**src/rtl/adder_arbiter.sv**
```systemverilog
// rtl/adder_arbiter.sv - round-robin arbiter sharing one external adder among N_REQ requesters
//
// Purpose:
//   Accepts one add request at a time from N_REQ requesters using a rotating
//   priority. It presents the captured operands to an external adder with a
//   fixed latency of LAT cycles, then returns the WIDTH+1-bit sum with the
//   requester id through a valid/ready response handshake.
//
// Ports:
//   clk        in   single clock, rising edge
//   rst        in   asynchronous active-high reset
//   req_valid  in   [N_REQ]        per-requester request
//   req_ready  out  [N_REQ]        one-hot accept strobe (combinational, IDLE only)
//   req_a      in   [N_REQ*WIDTH]  operand A, requester i at [i*WIDTH +: WIDTH]
//   req_b      in   [N_REQ*WIDTH]  operand B, same packing as req_a
//   add_a      out  [WIDTH]        operand A to the shared adder
//   add_b      out  [WIDTH]        operand B to the shared adder
//   add_valid  out  1              adder input strobe, one cycle per operation
//   add_c      in   [WIDTH+1]      adder sum including carry
//   rsp_valid  out  1              response valid
//   rsp_id     out  [clog2(N_REQ)] id of the requester that owns the response
//   rsp_data   out  [WIDTH+1]      sum including carry
//   rsp_ready  in   1              response accept
//   busy       out  1              high whenever an operation is in flight

module adder_arbiter #(
    parameter int N_REQ = 4,
    parameter int WIDTH = 8,
    parameter int LAT   = 1
) (
    input  logic                       clk,
    input  logic                       rst,
    input  logic [N_REQ-1:0]           req_valid,
    output logic [N_REQ-1:0]           req_ready,
    input  logic [N_REQ*WIDTH-1:0]     req_a,
    input  logic [N_REQ*WIDTH-1:0]     req_b,
    output logic [WIDTH-1:0]           add_a,
    output logic [WIDTH-1:0]           add_b,
    output logic                       add_valid,
    input  logic [WIDTH:0]             add_c,
    output logic                       rsp_valid,
    output logic [$clog2(N_REQ)-1:0]   rsp_id,
    output logic [WIDTH:0]             rsp_data,
    input  logic                       rsp_ready,
    output logic                       busy
);

    localparam int IDW = $clog2(N_REQ);
    // Wait counter holds LAT-1 down to 0; at least one bit wide for LAT=1.
    localparam int CW  = (LAT > 1) ? $clog2(LAT) : 1;

    typedef enum logic [1:0] {
        IDLE  = 2'd0,
        ISSUE = 2'd1,
        WAIT  = 2'd2,
        RESP  = 2'd3
    } state_t;

    state_t             r_state;
    logic [IDW-1:0]     r_rr_ptr;
    logic [CW-1:0]      r_wait_cnt;
    logic [WIDTH-1:0]   r_add_a;
    logic [WIDTH-1:0]   r_add_b;
    logic               r_add_valid;
    logic               r_rsp_valid;
    logic [IDW-1:0]     r_rsp_id;
    logic [WIDTH:0]     r_rsp_data;
    logic               r_busy;

    logic               w_found;
    logic [IDW-1:0]     w_grant_id;
    logic [IDW-1:0]     w_next_ptr;
    logic [WIDTH-1:0]   w_op_a;
    logic [WIDTH-1:0]   w_op_b;
    logic               w_accept;

    // Rotating-priority search: scan N_REQ positions starting at r_rr_ptr,
    // wrapping past N_REQ-1 back to 0, and take the first requester found.
    always_comb begin
        int idx;
        w_found    = 1'b0;
        w_grant_id = '0;
        idx        = 0;
        for (int k = 0; k < N_REQ; k++) begin
            idx = int'(r_rr_ptr) + k;
            if (idx >= N_REQ) begin
                idx = idx - N_REQ;
            end
            if (!w_found && req_valid[idx]) begin
                w_found    = 1'b1;
                w_grant_id = IDW'(idx);
            end
        end
    end

    always_comb begin
        w_op_a = req_a[int'(w_grant_id)*WIDTH +: WIDTH];
        w_op_b = req_b[int'(w_grant_id)*WIDTH +: WIDTH];
    end

    // Pointer moves to the slot after the winner, so the winner gets lowest
    // priority on the next arbitration round.
    assign w_next_ptr = (w_grant_id == IDW'(N_REQ - 1)) ? '0 : (w_grant_id + IDW'(1));

    // Gated by rst so the accept strobe drops immediately on reset, even
    // though it is decoded combinationally from req_valid.
    assign w_accept  = (r_state == IDLE) && w_found && !rst;
    assign req_ready = w_accept ? (N_REQ'(1) << w_grant_id) : '0;

    always_ff @(posedge clk or posedge rst) begin
        if (rst) begin
            r_state     <= IDLE;
            r_rr_ptr    <= '0;
            r_wait_cnt  <= '0;
            r_add_a     <= '0;
            r_add_b     <= '0;
            r_add_valid <= 1'b0;
            r_rsp_valid <= 1'b0;
            r_rsp_id    <= '0;
            r_rsp_data  <= '0;
            r_busy      <= 1'b0;
        end else begin
            case (r_state)
                IDLE: begin
                    if (w_found) begin
                        // Operands and id are snapshotted here; later changes
                        // on the request ports cannot reach the in-flight op.
                        r_add_a     <= w_op_a;
                        r_add_b     <= w_op_b;
                        r_rsp_id    <= w_grant_id;
                        r_rr_ptr    <= w_next_ptr;
                        r_add_valid <= 1'b1;
                        r_busy      <= 1'b1;
                        r_state     <= ISSUE;
                    end
                end
                ISSUE: begin
                    r_add_valid <= 1'b0;
                    r_wait_cnt  <= CW'(LAT - 1);
                    r_state     <= WAIT;
                end
                WAIT: begin
                    if (r_wait_cnt == '0) begin
                        r_rsp_data  <= add_c;
                        r_rsp_valid <= 1'b1;
                        r_state     <= RESP;
                    end else begin
                        r_wait_cnt <= r_wait_cnt - CW'(1);
                    end
                end
                RESP: begin
                    if (rsp_ready) begin
                        r_rsp_valid <= 1'b0;
                        r_busy      <= 1'b0;
                        r_state     <= IDLE;
                    end
                end
                default: begin
                    r_add_valid <= 1'b0;
                    r_rsp_valid <= 1'b0;
                    r_busy      <= 1'b0;
                    r_state     <= IDLE;
                end
            endcase
        end
    end

    assign add_a     = r_add_a;
    assign add_b     = r_add_b;
    assign add_valid = r_add_valid;
    assign rsp_valid = r_rsp_valid;
    assign rsp_id    = r_rsp_id;
    assign rsp_data  = r_rsp_data;
    assign busy      = r_busy;

endmodule

```
**config.mk**
```make
export PLATFORM = sky130hd
export DESIGN_NAME = adder_arbiter
export DESIGN_NICKNAME = d
export VERILOG_FILES = /design/src/rtl/adder_arbiter.sv
export SDC_FILE = /design/constraint.sdc
export NUM_CORES = 1
export LEC_CHECK = 0
export ABC_AREA = 1
export CORE_MARGIN = 1
export CORE_UTILIZATION = 42
export DETAILED_ROUTE_END_ITERATION = 7
export PLACE_DENSITY = 0.82
export SETUP_SLACK_MARGIN = 0.2
export SYNTH_ARGS = -nofsm -noshare
export SYNTH_HDL_FRONTEND = slang
export SYNTH_SLANG_ARGS = --single-unit
```
**constraint.sdc**
```tcl
create_clock -name clk -period 3.74 [get_ports clk]
set_clock_uncertainty 0.1 [all_clocks]
set_input_delay 1.122 -clock clk [delete_from_list [all_inputs] [get_ports clk]]
set_output_delay 1.122 -clock clk [all_outputs]
set_load 0.05 [all_outputs]
```
==> impl_results.md <==
* Seq/Total Area, Yosys at 34.9%
* Yosys reg bits at 34
* Post-synth top area share at 34.9%
* CP required at 2.52 ns
* DRC violations left at 0
* Hold Path Cell Cnt at 2
* Final slew viol count at 0
* First-pass GRT wire length at between 10 and 15 mm
* Fillers at 420
* Layout cell share with drive strength beyond 1 at between 20% and 30%
* Fin worst setup slack at ~0.042 ns
* Syn_nets at ~440
* Fmax at 0.270 GHz
* Clock share of power at ~7.1%
* IO Port Bufs at between 100 and 150
* Multi-input gate area at about 0.0015 mm2
* Mapped Area at about 0.0024 mm2
* Critical path fanouts, max at 5
* Worst hold endpoint: rsp_data[4]$_DFFE_PP0P_
* Row Count at 27
* Drt wl/cell at about 12 um
* Routed vias at roughly 2700
* Antenna-violating nets left at 0
* Met3 Routed Length at between 400 and 500 um
* Power density over cell area at around 1100 mW/mm2
* Rel. slew slack at a little under two thirds
* Area Overhead vs Synth at 70.5%
* Most frequent cells in the layout: nand2_1 (112), clkdlybuf4s50_1 (105), inv_1 (43), nand3_1 (42), dfrtp_1 (34)
* Status: finished, final reports clean
* RD Place Congestion at approximately 0.83
* Worst skew pair latency at approximately 0.28 ns
* Switching part of the total at a little over half
* Worst hold path class: reg -> reg
* Worst Setup SP: req_valid[2]
* Max-cap violations at 0
* Yosys top cell by area: dfrtp_1
* Pre-CTS setup slack at -0.419 ns
* Setup crit start kind: input pin
* Sequential cell area at about 850 um2
* Critical path endpoint category: output port
* Hold-fix buffers, CTS at 0
* Pin count of the biggest net entering global routing at 35
* Final setup viols at 0
* H-tree depth at 2
* Final Critical Period at about 3.7 ns
* Leading post-synthesis cells by cell area: dfrtp_1 (35%), nand2_1 (19%), nand3_1 (9.4%)
* Avg Cell Area, Syn at approximately 7.0 um2
* Root Driver: clkbuf_8
* Cells after synthesis at 351
* Distinct cell type count of the synthesized netlist at 30
* Commonest non-fill, non-tap cell in the layout: nand2_1
* Internal power at around 0.0022 W
* CTS tree: built
* Setup CP Type: in -> out
* Unrepaired setup endpoints after global routing: yes
* DPL Wire Length at about 5 mm
* Routed WL at approximately 6.9 mm
* IO Count at 114
* YS warnings at 0
* Arr. time, crit path at 2.48 ns
* R2R depth at 15
* Die height at 78.2 um
* Core Region at between 0.005 and 0.006 mm2
* Vias in the first global route at ~2600
* Vias per inst at around 4.8
* Comb pwr share at a little under 80%
* Psw at roughly 0.0025 W
* Final Hold Fails at 0
* Worst-margin pin slew at about 0.54 ns
* Final Util at around three quarters
* R2r endpoint: add_a[2]$_DFFE_PP0P_
* Drt pass-1 iters at 4
* Pwr Total at around 0.0046 W
* Die area at between 0.006 and 0.007 mm2
* Fin crit share at 98.9%
* Critical R2R Launch: r_rr_ptr[1]$_DFFE_PP0P_
* Antenna Cells at 0
* GRT Residual Overflow at 0
* Hold_sp: rsp_data[4]$_DFFE_PP0P_
* LEAKAGE at ~2 nW
* Metal2 WL at between 3 and 4 mm
* Drt initial violations at 100
* CTS sink cnt at 34
* TritonCTS Buffers at 5
* Worst R2R Setup Slack at around 1.2 ns
* Flop pwr share at ~15%
* Top Metal Used: met4
* Met1 Routed Length at approximately 3 mm
* NumNets Final at 575
* Chip Width at about 78 um
* Clk buf depth at 2
* Worst vdd ir at approximately 0.67 mV
* Overall Global Routing Usage at approximately 22%
* Worst-path clk slew at around 0.070 ns
* Antenna violations before repair at 0
* Starting Density at about 44%
-- cells in the mapped netlist (all sizes together) --
master,number
a31oi,1
buf,11
clkbuf,1
clkinv,1
dfrtp,34
ha,7
inv,58
nand2,135
nand3,49
nand4,2
nor2,21
nor3,2
o211ai,8
o21ai,10
o21bai,1
o22ai,1
or2,9
-- final cells by class --
class | instances | area share [%]
timing repair buffer | 142 | 34.0
tap | 72 | 2.16
sequential | 34 | 20.4
clock inverter | 1 | 0.721
clock buffer | 7 | 1.83
multi-input combinational | 246 | 35.2
inverter | 59 | 5.71
-- power by group through the flow --
stage / logic, W / registers, W / clock network, W
2_1_floorplan: 0.00184 / 0.00122 / 0
3_3_place_gp: 0.00315 / 0.000670 / 0
3_5_place_dp: 0.00321 / 0.000678 / 0
4_1_cts: 0.00353 / 0.000676 / 0.000337
5_1_grt: 0.00393 / 0.000696 / 0.000350
6_report: 0.00362 / 0.000677 / 0.000329
-- per-layer routing --
| metal | global-route usage (%) | up-vias |
|---|---|---|
| met2 | 41.5 | 98 |
| li1 | - | 1356 |
| met1 | 25.9 | 1240 |
| met3 | 6.05 | 11 |
| met5 | 0 | - |
| met4 | 4.44 | 0 |
-- timing repair --
action / 4_1_cts / 5_1_grt
buffers inserted: 12 / 3
gates resized for setup: 37 / 11
setup endpoints to repair: 4 / 4
pin swaps: 14 / 12
-- critical path, cell delays in order --
cell and delay [ns]:
buf_8 0.10, nand2_4 0.07, nand2_4 0.06, nand2_4 0.08, nand2_4 0.08, nor2_8 0.19
nand4_4 0.14, nand3_4 0.13, buf_12 0.11, ha_4 0.12, inv_4 0.03, nor2_4 0.09
buf_12 0.14
-- metrics by stage --
stage	hold slack, ns	instances	area, um2	TNS (ns)
3_3_place_gp	0.354	538	3830	-1.21
5_1_grt	0.401	561	4160	-0.0140
4_1_cts	0.379	558	4090	0
6_report	0.373	561	4160	0
2_1_floorplan	0.495	351	2570	0
3_5_place_dp	0.362	538	3830	-1.37
-- how the worst max path moves through the flow --
stage / to / cells past startpoint
after global placement: req_ready[2] / 15
after CTS: req_ready[3] / 13
after floorplan: req_ready[3] / 11
after detailed placement: req_ready[2] / 15
after global routing: req_ready[3] / 13
final: req_ready[3] / 13
-- flip-flops by register name, indices dropped and copies added, names as in the netlist, 2 cells and up --
name and cells:
rsp_id 2, add_a 8, r_state 2, r_rr_ptr 2, add_b 8, rsp_data 9
-- logic make-up after synthesis --
family	Yosys count	synth area share, %
AND/OR/NAND/NOR	218	42.9
buffers and inverters	71	13.3
flip-flops	34	34.9
AO/OA/AOI/OAI	21	5.33
adder cells (fa/ha/maj)	7	3.59
Power figures use the tool's default switching activity.
